## config.mk

```make
export PLATFORM = sky130hd
export DESIGN_NAME = game_sequencer
export DESIGN_NICKNAME = d
export VERILOG_FILES = /design/src/rtl/game_sequencer.sv
export SDC_FILE = /design/constraint.sdc
export NUM_CORES = 1
export LEC_CHECK = 0
export CORE_UTILIZATION = 40
export CTS_CLUSTER_DIAMETER = 50
export DETAILED_ROUTE_END_ITERATION = 8
export DONT_BUFFER_PORTS = 1
export PLACE_DENSITY_LB_ADDON = 0.2
export SETUP_SLACK_MARGIN = 0.05
export SLEW_MARGIN = 15
export SYNTH_ARGS = -nofsm -noshare
export SYNTH_HDL_FRONTEND = slang
export SYNTH_SLANG_ARGS = --single-unit
```

## constraint.sdc

```tcl
create_clock -name CLK -period 2.1 [get_ports CLK]
set_input_delay 0.42 -clock CLK [delete_from_list [all_inputs] [get_ports CLK]]
set_output_delay 0.42 -clock CLK [all_outputs]
set_load 0.005 [all_outputs]
```

## src/rtl/game_sequencer.sv

```systemverilog
// Game flow sequencer: IDLE/PLAY/RESPAWN/LEVEL_UP/GAME_OVER with lives, BCD level and car speed.
// All outputs registered (one cycle from input sample to output); no backpressure, inputs are sampled every cycle.
module game_sequencer #(
    parameter int RESPAWN_FRAMES = 60,
    parameter int OVER_FRAMES    = 180,
    parameter int MAX_SPEED      = 31
) (
    input  logic       CLK,
    input  logic       RST_N,
    input  logic       frame_tick,
    input  logic       start,
    input  logic       restart,
    input  logic       hit,
    input  logic       goal,
    output logic [2:0] state,
    output logic [3:0] lives,
    output logic [3:0] level_tens,
    output logic [3:0] level_units,
    output logic [4:0] speed_car,
    output logic       respawn,
    output logic       freeze,
    output logic       game_over
);

    localparam logic [2:0] S_IDLE      = 3'd0;
    localparam logic [2:0] S_PLAY      = 3'd1;
    localparam logic [2:0] S_RESPAWN   = 3'd2;
    localparam logic [2:0] S_LEVEL_UP  = 3'd3;
    localparam logic [2:0] S_GAME_OVER = 3'd4;

    // Counter sized for the longer timeout, never narrower than 8 bits.
    localparam int MAX_FRAMES = (RESPAWN_FRAMES > OVER_FRAMES) ? RESPAWN_FRAMES : OVER_FRAMES;
    localparam int CW = ($clog2(MAX_FRAMES + 1) < 8) ? 8 : $clog2(MAX_FRAMES + 1);
    localparam logic [CW-1:0] RESPAWN_LAST = CW'(RESPAWN_FRAMES - 1);
    localparam logic [CW-1:0] OVER_LAST    = CW'(OVER_FRAMES - 1);
    localparam logic [4:0]    SPEED_MAX    = 5'(MAX_SPEED);

    logic [2:0]    r_state;
    logic [2:0]    w_next_state;
    logic [CW-1:0] r_count;
    logic [CW-1:0] w_count_nxt;
    logic [3:0]    r_lives;
    logic [3:0]    w_lives_nxt;
    logic [3:0]    r_tens;
    logic [3:0]    w_tens_nxt;
    logic [3:0]    r_units;
    logic [3:0]    w_units_nxt;
    logic [4:0]    r_speed;
    logic [4:0]    w_speed_nxt;
    logic          r_respawn;
    logic          w_respawn_nxt;
    logic          r_freeze;
    logic          r_game_over;
    logic          w_resp_done;
    logic          w_over_done;

    // The tick that brings the count to the limit is the one that ends the visit.
    assign w_resp_done = frame_tick && (r_count == RESPAWN_LAST);
    assign w_over_done = frame_tick && (r_count == OVER_LAST);

    always_ff @(posedge CLK or negedge RST_N) begin
        if (!RST_N) begin
            r_state <= S_IDLE;
        end else begin
            r_state <= w_next_state;
        end
    end

    always_comb begin
        w_next_state = r_state;
        if (restart) begin
            w_next_state = S_IDLE;
        end else begin
            case (r_state)
                S_IDLE: begin
                    if (start) w_next_state = S_PLAY;
                end
                S_PLAY: begin
                    if (hit) begin
                        w_next_state = (r_lives == 4'b0001) ? S_GAME_OVER : S_RESPAWN;
                    end else if (goal) begin
                        w_next_state = S_LEVEL_UP;
                    end
                end
                S_RESPAWN: begin
                    if (w_resp_done) w_next_state = S_PLAY;
                end
                S_LEVEL_UP: begin
                    w_next_state = S_PLAY;
                end
                S_GAME_OVER: begin
                    if (w_over_done) w_next_state = S_IDLE;
                end
                default: begin
                    w_next_state = S_IDLE;
                end
            endcase
        end
    end

    always_comb begin
        w_count_nxt   = r_count;
        w_lives_nxt   = r_lives;
        w_tens_nxt    = r_tens;
        w_units_nxt   = r_units;
        w_speed_nxt   = r_speed;
        w_respawn_nxt = 1'b0;
        if (restart) begin
            w_count_nxt   = '0;
            w_lives_nxt   = 4'b1111;
            w_tens_nxt    = 4'd0;
            w_units_nxt   = 4'd0;
            w_speed_nxt   = 5'd0;
            w_respawn_nxt = 1'b1;
        end else begin
            case (r_state)
                S_IDLE: begin
                    w_respawn_nxt = start;
                end
                S_PLAY: begin
                    if (hit) begin
                        w_lives_nxt = r_lives >> 1;
                        w_count_nxt = '0;
                    end
                end
                S_RESPAWN: begin
                    if (w_resp_done) begin
                        w_count_nxt   = '0;
                        w_respawn_nxt = 1'b1;
                    end else if (frame_tick) begin
                        w_count_nxt = r_count + CW'(1);
                    end
                end
                S_LEVEL_UP: begin
                    // BCD increment, holding at 99.
                    if (r_units != 4'd9) begin
                        w_units_nxt = r_units + 4'd1;
                    end else if (r_tens != 4'd9) begin
                        w_units_nxt = 4'd0;
                        w_tens_nxt  = r_tens + 4'd1;
                    end
                    if (r_speed < SPEED_MAX) w_speed_nxt = r_speed + 5'd1;
                    w_respawn_nxt = 1'b1;
                end
                S_GAME_OVER: begin
                    if (w_over_done) begin
                        w_count_nxt = '0;
                        w_lives_nxt = 4'b1111;
                        w_tens_nxt  = 4'd0;
                        w_units_nxt = 4'd0;
                        w_speed_nxt = 5'd0;
                    end else if (frame_tick) begin
                        w_count_nxt = r_count + CW'(1);
                    end
                end
                default: begin
                    w_count_nxt = '0;
                end
            endcase
        end
    end

    always_ff @(posedge CLK or negedge RST_N) begin
        if (!RST_N) begin
            r_count     <= '0;
            r_lives     <= 4'b1111;
            r_tens      <= 4'd0;
            r_units     <= 4'd0;
            r_speed     <= 5'd0;
            r_respawn   <= 1'b0;
            r_freeze    <= 1'b1;
            r_game_over <= 1'b0;
        end else begin
            r_count     <= w_count_nxt;
            r_lives     <= w_lives_nxt;
            r_tens      <= w_tens_nxt;
            r_units     <= w_units_nxt;
            r_speed     <= w_speed_nxt;
            r_respawn   <= w_respawn_nxt;
            r_freeze    <= (w_next_state != S_PLAY);
            r_game_over <= (w_next_state == S_GAME_OVER);
        end
    end

    assign state       = r_state;
    assign lives       = r_lives;
    assign level_tens  = r_tens;
    assign level_units = r_units;
    assign speed_car   = r_speed;
    assign respawn     = r_respawn;
    assign freeze      = r_freeze;
    assign game_over   = r_game_over;

endmodule

```

# [After elaboration in Yosys (flattened, before gate mapping)]
# Index checks and enable logic that the tools add are counted.
[word_totals] elab_cells=77 mem_count=0 ram_bits=0 regBits=31 rom_bits=0 latch_bits=0 in_bits=7 out_inout_bits=23
[classes] shifts=0 div=0 add_sub_neg=4 mux=34 order_cmp=1 reduce_logical=11 mul=0 bitwise_logic=0 eq_ne=18
[ops] op="two-way mux 4 bit" n=10
[ops] op="two-way mux 8 bit" n=5
[ops] op="case mux 8 bit (4 select lines)" n=1
[ops] op="case mux 4 bit (2 select lines)" n=3
[ops] op="two-way mux 3 bit" n=7
[ops] op="two-way mux 5 bit" n=3
[ops] op="inequality test 3 bit, second input constant" n=5
[ops] op="case mux 3 bit (5 select lines)" n=1
[ops] op="inequality test 4 bit, second input constant" n=3
[ops] op="case mux 5 bit (2 select lines)" n=1
[ops] op="AND reduction 3 bit" n=3
[ops] op="adder 4 x 1 -> 4 bit, second input constant" n=2
[ops] op="adder 8 x 1 -> 8 bit, second input constant" n=1
[ops] op="equality test 8 x 6 -> 1 bit, second input constant" n=1
[ops] op="equality test 8 bit, second input constant" n=1
[ops] op="equality test 3 x 2 -> 1 bit, second input constant" n=2
[ops] op="equality test 3 bit, second input constant" n=2
[ops] op="nonzero test 3 bit" n=2
[ops] op="adder 5 x 1 -> 5 bit, second input constant" n=1
[ops] op="< comparator 5 bit, second input constant" n=1
[ops] op="equality test 4 x 1 -> 1 bit, second input constant" n=1
[ops] op="AND reduction 4 bit" n=1
[ops] op="equality test 3 x 1 -> 1 bit, second input constant" n=1
[ops] op="logical NOT 3 bit" n=1
[ops] op="other kinds (7)" n=9

# [Logic depth before layout (Yosys ltp)]
# Gate-level depths: netlist of run 1.
[logic_depth] word_depth=6 ltp_mapped=7 ltp_nobuf=7

# [Worst setup path after synthesis of run 1]
# Ideal clock, no wire load.
[synth_path] path_kind="reg2reg" from="reg r_tens[0], in the netlist level_tens[0]" to="reg r_tens[0], in the netlist level_tens[0]" required_time_ns=1.975 path_buffers=0 arrival_ns=1.663 synth_period_minus_slack_ns=1.787 setup_time_ns=0.125 path_stages_with_launch=6 setup_slack_ns=0.313 cell_sequence="dfrtp_1 > ha_1 > and3b_1 > o31ai_1 > nor2b_2 > mux2_2"
[synth_via] elab_chain_len=5 elab_cells_between_ends=8 classes_between="add/sub: 1; eq/ne: 2; mux: 4; reduce/logical: 1"
[synth_rtl] item="start: declaration" line_no="44" source="logic [3:0] r_tens;"
[synth_rtl] item="start signal: assignment" line_no="176" source="r_tens <= w_tens_nxt;"
[synth_rtl] item="adder 4 x 1 -> 4 bit" line_no="140" source="w_tens_nxt = r_tens + 4'd1;"
[synth_rtl] item="two-way mux 4 bit" line_no="138" source="end else if (r_tens != 4'd9) begin"
[synth_rtl] item="two-way mux 4 bit" line_no="136" source="if (r_units != 4'd9) begin"
[synth_rtl] item="case mux 4 bit (2 select lines)" line_no="116" source="case (r_state)"
[synth_rtl] item="two-way mux 4 bit" line_no="108" source="if (restart) begin"
# Several ways; a longest one is shown, not always the timed one. The select of a mux whose other input is x is not followed.
# A chain may end at the register's enable or synchronous reset.

# [Worst setup path in the final report of run 1]
[layout_path] from="reg r_count[2]" to="reg r_tens[1], in the netlist level_tens[1]"
[layout_via] elab_chain_len=4
[layout_rtl] item="start: declaration" line_no="40" source="logic [CW-1:0] r_count;"
[layout_rtl] item="start signal: assignment" line_no="174" source="r_count <= w_count_nxt;"
[layout_rtl] item="equality test 8 bit" line_no="59" source="assign w_over_done = frame_tick && (r_count == OVER_LAST);"
[layout_rtl] item="logical AND 1 bit" line_no="59"
[layout_rtl] item="inequality test 3 bit (no line)"
[layout_rtl] item="AND reduction 4 bit (no line)"
# No other way between the ends.

==> results by group, run 1 <==
Power and ir drop
  • Comb power frac: around an eighth
  • Clock share of power: 40.5%
  • Switching fraction of total power: around a quarter
  • Total power: 0.001510 W
  • Seq pwr share: 46.7%
  • Static leakage: around 0.86 nW
  • Psw: 0.0003974 W
  • Int Pwr: between 0.001 and 0.0015 W
  • Power per Cell Area: 752.5 nW/um2
  • Max VDD drop: 0.3003 mV

Logic synthesis
  • Seq/Total Area, Yosys: 43.13%
  • Async S/R FF share, synth: 100.0%
  • Synth warnings: 0
  • Synthesis-stage register bit count: 31
  • Top FF cell, synth: dfrtp_1
  • Synth Cell Area: ~1800 um2
  • Mapped Cells: around 180
  • Number of synthesized flops with an enable pin: 0
  • Distinct cell type count after synthesis: 55
  • Synthesized Nets: ~200
  • Mean area per synthesized cell: ~9.9 um2

Cells and area
  • Share of cells above drive strength 1: slightly below 20%
  • Layout area overhead: 10.70%
  • Commonest non-fill, non-tap cell in the layout: dfrtp_1
  • Nets: 205
  • Antenna fix cells: 0
  • Most frequent cells in the layout: 26 x dfrtp_1, 20 x nor2_1, 15 x nand2_1

GRT
  • First-pass GRT wire length: 6465 um
  • Initial antenna violation count: 0
  • Largest net degree at the start of global routing: 32
  • Vias in the first global route: roughly 1400
  • Total GRT Usage: 16.92%
  • GRT overflow: 0

Setup path
  • Worst setup SP type: flip-flop
  • CP cell instances: nor4b_2 -> and3_2 -> nor2_4 -> nor2b_2 -> mux2_2
  • Critical Path Sink Type: flip-flop
  • CP max stage delay: 0.46 ns
  • Crit path DAT: 2.05 ns
  • Critical path type: flip-flop to flip-flop
  • Critical Path RT: between 2 and 2.5 ns
  • Crit-path slowest cell: dfrtp_1
  • CP Max Fanout: 7

Job
  • Max-Cap Viols: 0

STA
  • Slew HR: 63.56%
  • Count of final max-slew check failures: 0
  • Setup_tns: 0 ns
  • Fin crit share: 89.39%
  • Final min period: around 1.9 ns
  • Final Hold Viols: 0
  • Setup Skew: 0.006264 ns
  • RSZ-0062 raised after global routing: false
  • Worst slew pin tran: 0.5424 ns
  • FMAX: 532.7 MHz
  • Final setup violation count: 0

Floorplan
  • Ports: 30
  • Die height: 69.33 um
  • Core Region: 4354 um2
  • Row cnt: 24
  • Die X: 69.33 um
  • Die area: 4806 um2
  • Initial core utilization: approximately two fifths

Run status
  • Status: complete, no violations

Route
  • DRC: 0
  • Vias/cell: 5.869
  • DRT iter0 DRCs: between 60 and 70
  • Final WL: roughly 3900 um
  • Initial DRT Pass Iterations: 4
  • Routed WL per cell: 15.85 um
  • Vias: 1438
  • Antenna Nets Post-Route: 0

CTS
  • Clock tree buffer depth: 2
  • Root Driver: clkbuf_8
  • Worst-path clk slew: 0.07 ns
  • CTS tree: done
  • Worst-Skew Late Latency: slightly below 0.3 ns
  • Num CTS Buffers: 5
  • H-tree depth: 2
  • Clock Sinks: 31

Place
  • I/O Buffers: 0
  • Post-DP HPWL: around 2800 um
  • Gpl congestion: 0.7688

Worst hold path
  • Tightest Hold Check Type: input pin to flip-flop
==> sequential cells by signal (all words and copies together) (netlist names) <==
| register | flops |
|---|---|
| r_count | 8 |
| level_units | 4 |
| speed_car | 5 |
| state | 3 |
| game_over | 1 |
| level_tens | 4 |
| respawn | 1 |
| lives | 4 |
| freeze | 1 |
==> cells in the mapped netlist (2+ instances only) <==
cell,count,area (um2)
nand2b_1,5,31.28
clkbuf_8,2,27.53
nor4_1,4,25.02
nor2b_1,2,12.51
nor2_1,20,75.07
ha_1,6,75.07
buf_6,2,22.52
dfstp_2,5,131.4
nor3_1,4,20.02
nand3_1,5,25.02
inv_1,6,22.52
o31ai_1,2,15.01
dfrtp_1,26,650.6
a31oi_1,2,12.51
nand2_1,15,56.30
o21ai_0,13,65.06
mux2_2,2,22.52
clkbuf_1,2,7.510
o32ai_1,3,26.28
and3_1,5,31.28
nand4_1,2,12.51
o211ai_1,3,22.52
nor4b_2,2,30.03
xor2_1,3,26.28
a21oi_1,11,55.05
a211o_1,3,26.28
==> critical path: cells and delay by family (launching register included) <==
family,cells,cell delay [ns]
mux,1,0.35
simple gates,4,0.95
flops,1,0.46
==> metal layers <==
metal / global-route usage (%) / wire, um / vias to the layer above
li1: - / - / 691
met3: 6.250 / 229 / 6
met4: 6.122 / 41 / 0
met5: 0 / 0 / -
met2: 26.54 / 1877 / 41
met1: 21.31 / 1735 / 700
==> logic make-up (layout without fill, tap and decap cells) <==
logic type / Yosys count / count (layout) / share of synthesized area [%]
buffers and inverters: 13 / 22 / 4.831
flip-flops: 31 / 31 / 43.13
multiplexers: 2 / 2 / 1.242
AND/OR/NAND/NOR: 80 / 80 / 25.40
AO/OA/AOI/OAI: 48 / 48 / 19.32
adder cells (fa/ha/maj): 6 / 6 / 4.141
XOR/XNOR: 4 / 4 / 1.933
==> power groups by stage <==
stage                     registers, W  clock network, W  logic, W
final                         0.000705          0.000611  0.000194
after global routing          0.000713          0.000650  0.000222
after CTS                     0.000705          0.000621  0.000195
after detailed placement      0.000715                 0  0.000176
after global placement        0.000712                 0  0.000166
after floorplan               0.000701                 0  0.000148
==> worst paths after layout <==
check,from,to,slack [ns],cells after the start
setup / recovery,r_count[2]$_DFFE_PN0P_,level_tens[1]$_DFFE_PN0P_,0.22,5
min in group asynchronous,RST_N,level_units[2]$_DFFE_PN0P_,0.57,2
hold / removal,restart,level_tens[3]$_DFFE_PN0P_,0.20,1
max in group asynchronous,RST_N,lives[0]$_DFFE_PN1P_,1.28,2
setup reg to reg,r_count[2]$_DFFE_PN0P_,level_tens[1]$_DFFE_PN0P_,0.22,5
hold reg to reg,r_count[1]$_DFFE_PN0P_,r_count[1]$_DFFE_PN0P_,0.53,1
==> layout make-up <==
type / count / area [um2]
Fill cell: 427 / 2347
Multi-Input combinational cell: 140 / 944.7
Sequential cell: 31 / 782.0
Clock buffer: 6 / 82.58
Timing Repair Buffer: 8 / 75.07
Tap cell: 52 / 65.06
Clock inverter: 2 / 35.03
Inverter: 6 / 22.52
==> per-stage QoR <==
step | cells | instance area [um2] | util (%) | setup WS, ns | hold WS, ns
2_1_floorplan | 184 | 1813 | - | 0.3126 | 0.1244
5_1_grt | 245 | 2007 | 46.09 | 0.1107 | 0.1932
4_1_cts | 245 | 2006 | 46.06 | 0.1212 | 0.1887
6_report | 245 | 2007 | 46.09 | 0.2228 | 0.1993
3_3_place_gp | 235 | 1858 | 42.67 | 0.2177 | 0.1254
3_5_place_dp | 235 | 1858 | 42.67 | 0.1262 | 0.1254
==> what timing repair did <==
action | in CTS | in global routing
setup endpoints to repair | 0 | 2
endpoints found under the hold margin | 31 | 0
setup buffers | 0 | 0
resized for setup | 0 | 1
hold buffers | 2 | 0
Note: power is estimated with default switching activity, not from simulation.
==> inputs of run 2 (changes only) <==
ABC_AREA = 1   (was unset)
==> results by group, run 2 <==
CTS
  • Num CTS Buffers: 5 (unchanged)
  • Clock tree buffer depth: 2 (unchanged)
  • CTS resizes: 0 (unchanged)
  • Post-CTS setup buffer count: 0 (unchanged)
  • Hold_buf cts: 2 (unchanged)
  • H-tree depth: 2 (unchanged)
  • CTS tree: done (unchanged)
  • Worst-Skew Late Latency: 0.28 ns (was 0.29 ns)
  • Root Driver: clkbuf_8 (unchanged)
  • Clock Sinks: 31 (unchanged)
  • Worst-path clk slew: 0.07 ns (about the same)

STA
  • Fin crit share: 78.47% (was 89.39%)
  • Final Hold Viols: 0 (unchanged)
  • Setup Skew: 0.006515 ns (was 0.006264 ns)
  • Count of final max-slew check failures: 0 (unchanged)
  • Setup_tns: 0 ns (unchanged)
  • RSZ-0062 raised after global routing: false (unchanged)
  • Final setup violation count: 0 (unchanged)
  • Slew HR: 68.66% (was 63.56%)
  • Final min period: 1.648 ns (was 1.877 ns)
  • FMAX: 606.8 MHz (was 532.7 MHz)
  • Worst slew pin tran: 0.4666 ns (was 0.5424 ns)

GRT
  • First-pass GRT wire length: 8162 um (was 6465 um)
  • Largest net degree at the start of global routing: 32 (unchanged)
  • Vias in the first global route: 1806 (was 1354)
  • GRT overflow: 0 (unchanged)
  • Initial antenna violation count: 0 (unchanged)
  • Total GRT Usage: 19.56% (was 16.92%)

Worst hold path
  • Hold path start: restart (unchanged)
  • Hold Path Sink: state[1]$_DFF_PN0_ (was level_tens[3]$_DFFE_PN0P_)
  • Tightest Hold Check Type: input pin to flip-flop (unchanged)
  • Hold Path Depth: 1 (unchanged)

Route
  • Initial DRT Pass Iterations: 4 (unchanged)
  • DRT iter0 DRCs: 84 (was 64)
  • Vias/cell: 4.981 (was 5.869)
  • Vias: 1833 (was 1438)
  • Antenna Nets Post-Route: 0 (unchanged)
  • Routed WL per cell: 12.43 um (was 15.85 um)
  • DRC: 0 (unchanged)
  • Final WL: 4573 um (was 3883 um)

Place
  • Dpl cell area: 2122 um2 (was 1858 um2)
  • I/O Buffers: 0 (unchanged)
  • Post-DP HPWL: 3340 um (was 2780 um)
  • Gpl congestion: 0.8314 (was 0.7688)

Logic synthesis
  • Mapped Cells: 294 (was 184)
  • Synth area leader: dfrtp_1 (unchanged)
  • Synthesized Nets: 307 (was 197)
  • Seq/Total Area, Yosys: 38.11% (was 43.13%)
  • Post-synthesis simple-gate area fraction: 46.59% (was 25.40%)
  • Count leader, synth: nand2_1 (was dfrtp_1)
  • Synthesis-stage register bit count: 31 (unchanged)
  • Synth warnings: 0 (unchanged)
  • Largest family of logic cells by synthesized area: simple AND/OR/NAND/NOR gates (unchanged)
  • Async S/R FF share, synth: 100.0% (unchanged)
  • Synth Cell Area: 2052 um2 (was 1813 um2)
  • Number of synthesized flops with an enable pin: 0 (unchanged)
  • Synth area leaders: dfrtp_1 32%, nand2_1 19%, nand3_1 8.3% (was dfrtp_1 36%, dfstp_2 7.2%, ha_1 4.1%)
  • Synth top cells by count: 103 x nand2_1, 34 x nand3_1, 33 x nor2_1 (was 26 x dfrtp_1, 20 x nor2_1, 15 x nand2_1)
  • Mean area per synthesized cell: 6.979 um2 (was 9.853 um2)
  • Mux cell area share after synthesis: 0% (was 1.242%)
  • Synth Area in Compound Gates: 3.354% (was 19.32%)
  • Post-synthesis xor/xnor area fraction: 1.280% (was 1.932%)
  • Yosys top cell area share: 31.71% (was 35.89%)
  • Post-Synth Adder-Cell Area: 3.659% (was 4.141%)
  • Distinct cell type count after synthesis: 32 (was 55)
  • Top FF cell, synth: dfrtp_1 (unchanged)

Setup path
  • Reg2Reg Setup Slack: 0.45 ns (was 0.22 ns)
  • Endpoint of the worst register-to-register path: level_units[3]$_DFFE_PN0P_ (was level_tens[1]$_DFFE_PN0P_)
  • Crit path DAT: 1.86 ns (was 2.05 ns)
  • CP Max Fanout: 18 (was 7)
  • Critical Path RT: 2.31 ns (was 2.27 ns)
  • Critical path type: flip-flop to flip-flop (unchanged)
  • Worst setup SP type: flip-flop (unchanged)
  • Critical Path Sink Type: flip-flop (unchanged)
  • Crit. Startpoint: r_count[0]$_DFFE_PN0P_ (was r_count[2]$_DFFE_PN0P_)
  • Worst Reg-to-Reg Cells: 8 (was 5)
  • Worst r2r src: r_count[0]$_DFFE_PN0P_ (was r_count[2]$_DFFE_PN0P_)

Power and ir drop
  • Power per Cell Area: 668.5 nW/um2 (was 752.5 nW/um2)
  • Static leakage: 1.146 nW (was 0.8620 nW)
  • Comb power frac: 18.9% (was 12.9%)
  • Int Pwr: 0.001012 W (was 0.001113 W)
  • Psw: 0.0004806 W (was 0.0003974 W)
  • Clock share of power: 29.8% (was 40.5%)
  • Switching fraction of total power: 32.19% (was 26.32%)
  • Max VDD drop: 0.2750 mV (was 0.3003 mV)
  • Seq pwr share: 51.3% (was 46.7%)

Cells and area
  • Antenna fix cells: 0 (unchanged)
  • Filler cells: 507 (was 427)
  • Final instance area: 2233 um2 (was 2007 um2)
  • Max reg flops: 8 (unchanged)
  • Nets: 313 (was 205)
  • Most frequent cells in the layout: 103 x nand2_1, 34 x nand3_1, 33 x nor2_1 (was 26 x dfrtp_1, 20 x nor2_1, 15 x nand2_1)
  • Commonest non-fill, non-tap cell in the layout: nand2_1 (was dfrtp_1)
  • Biggest register: r_count (unchanged)
  • Layout area overhead: 8.841% (was 10.70%)
  • Share of cells above drive strength 1: 11.63% (was 19.69%)

Floorplan
  • Row cnt: 25 (was 24)
  • Core Region: 4817 um2 (was 4354 um2)
  • Die area: 5421 um2 (was 4806 um2)
  • Initial core utilization: 42.60% (was 41.64%)
  • Die height: 73.63 um (was 69.33 um)
  • Die X: 73.63 um (was 69.33 um)
  • Ports: 30 (unchanged)

Run status
  • Status: complete, no violations (unchanged)

Job
  • Max-Cap Viols: 0 (unchanged)
## run 2: how the worst max path moves through the flow
stage / slack, ns / endpoint / depth (start not counted)
floorplan: 0.67 / level_tens[2]$_DFFE_PN0P_ / 8
finish: 0.45 / level_units[3]$_DFFE_PN0P_ / 8
global placement: 0.49 / level_units[3]$_DFFE_PN0P_ / 8
global route: 0.28 / r_count[4]$_DFFE_PN0P_ / 8
CTS: 0.46 / level_units[3]$_DFFE_PN0P_ / 8
detailed placement: 0.46 / level_units[2]$_DFFE_PN0P_ / 8
## run 2: critical path, stage by stage, from the launching register on
cell and delay [ns]:
dfrtp_1 0.40, ha_1 0.24, nand2_1 0.12, nor2_1 0.05
nand2_1 0.18, nand3_4 0.23, nand3_1 0.23, nand2_1 0.07
nand2_1 0.07
## run 2: cell type report
type	count	area (um2)	area share (%)
timing repair buffer	3	37.54	1.681
multi-input combinational	227	1126	50.42
clock inverter	1	5.005	0.2241
tap	67	83.83	3.754
clock buffer	7	76.32	3.417
sequential	31	782.0	35.01
inverter	32	122.6	5.490
## run 2: through the flow
stage	power (W)	setup slack (ns)	hold WS [ns]	instances	utilization (%)
4_1_cts	0.001520	0.4576	0.1955	368	46.36
3_5_place_dp	0.001042	0.4559	0.1259	358	44.05
3_3_place_gp	0.001039	0.4873	0.1252	358	44.05
6_report	0.001493	0.4521	0.2057	368	46.36
2_1_floorplan	0.0009801	0.6668	0.1244	294	-
5_1_grt	0.001606	0.2847	0.1921	368	46.36
## run 2: power by group through the flow
stage | clock network (W) | registers, W | logic (W)
2_1_floorplan | 0 | 0.000753 | 0.000227
5_1_grt | 0.000495 | 0.000782 | 0.000330
3_3_place_gp | 0 | 0.000775 | 0.000264
6_report | 0.000445 | 0.000766 | 0.000282
4_1_cts | 0.000468 | 0.000767 | 0.000285
3_5_place_dp | 0 | 0.000778 | 0.000264
## run 2: kinds of logic (layout without fill, tap and decap cells)
kind of cell | after synthesis | after routing
compound gates | 12 | 12
xor+xnor | 3 | 3
fa+ha+maj | 6 | 6
buf+inv | 36 | 43
flops | 31 | 31
simple gates | 206 | 206
## run 2: routing by layer
metal  track usage (%)  vias up  wire (um)
li1                  -      964          -
met1             25.86      817       2185
met2             30.58       45       2064
met3             5.213        7        260
met4             7.265        0         62
met5                 0        -          0
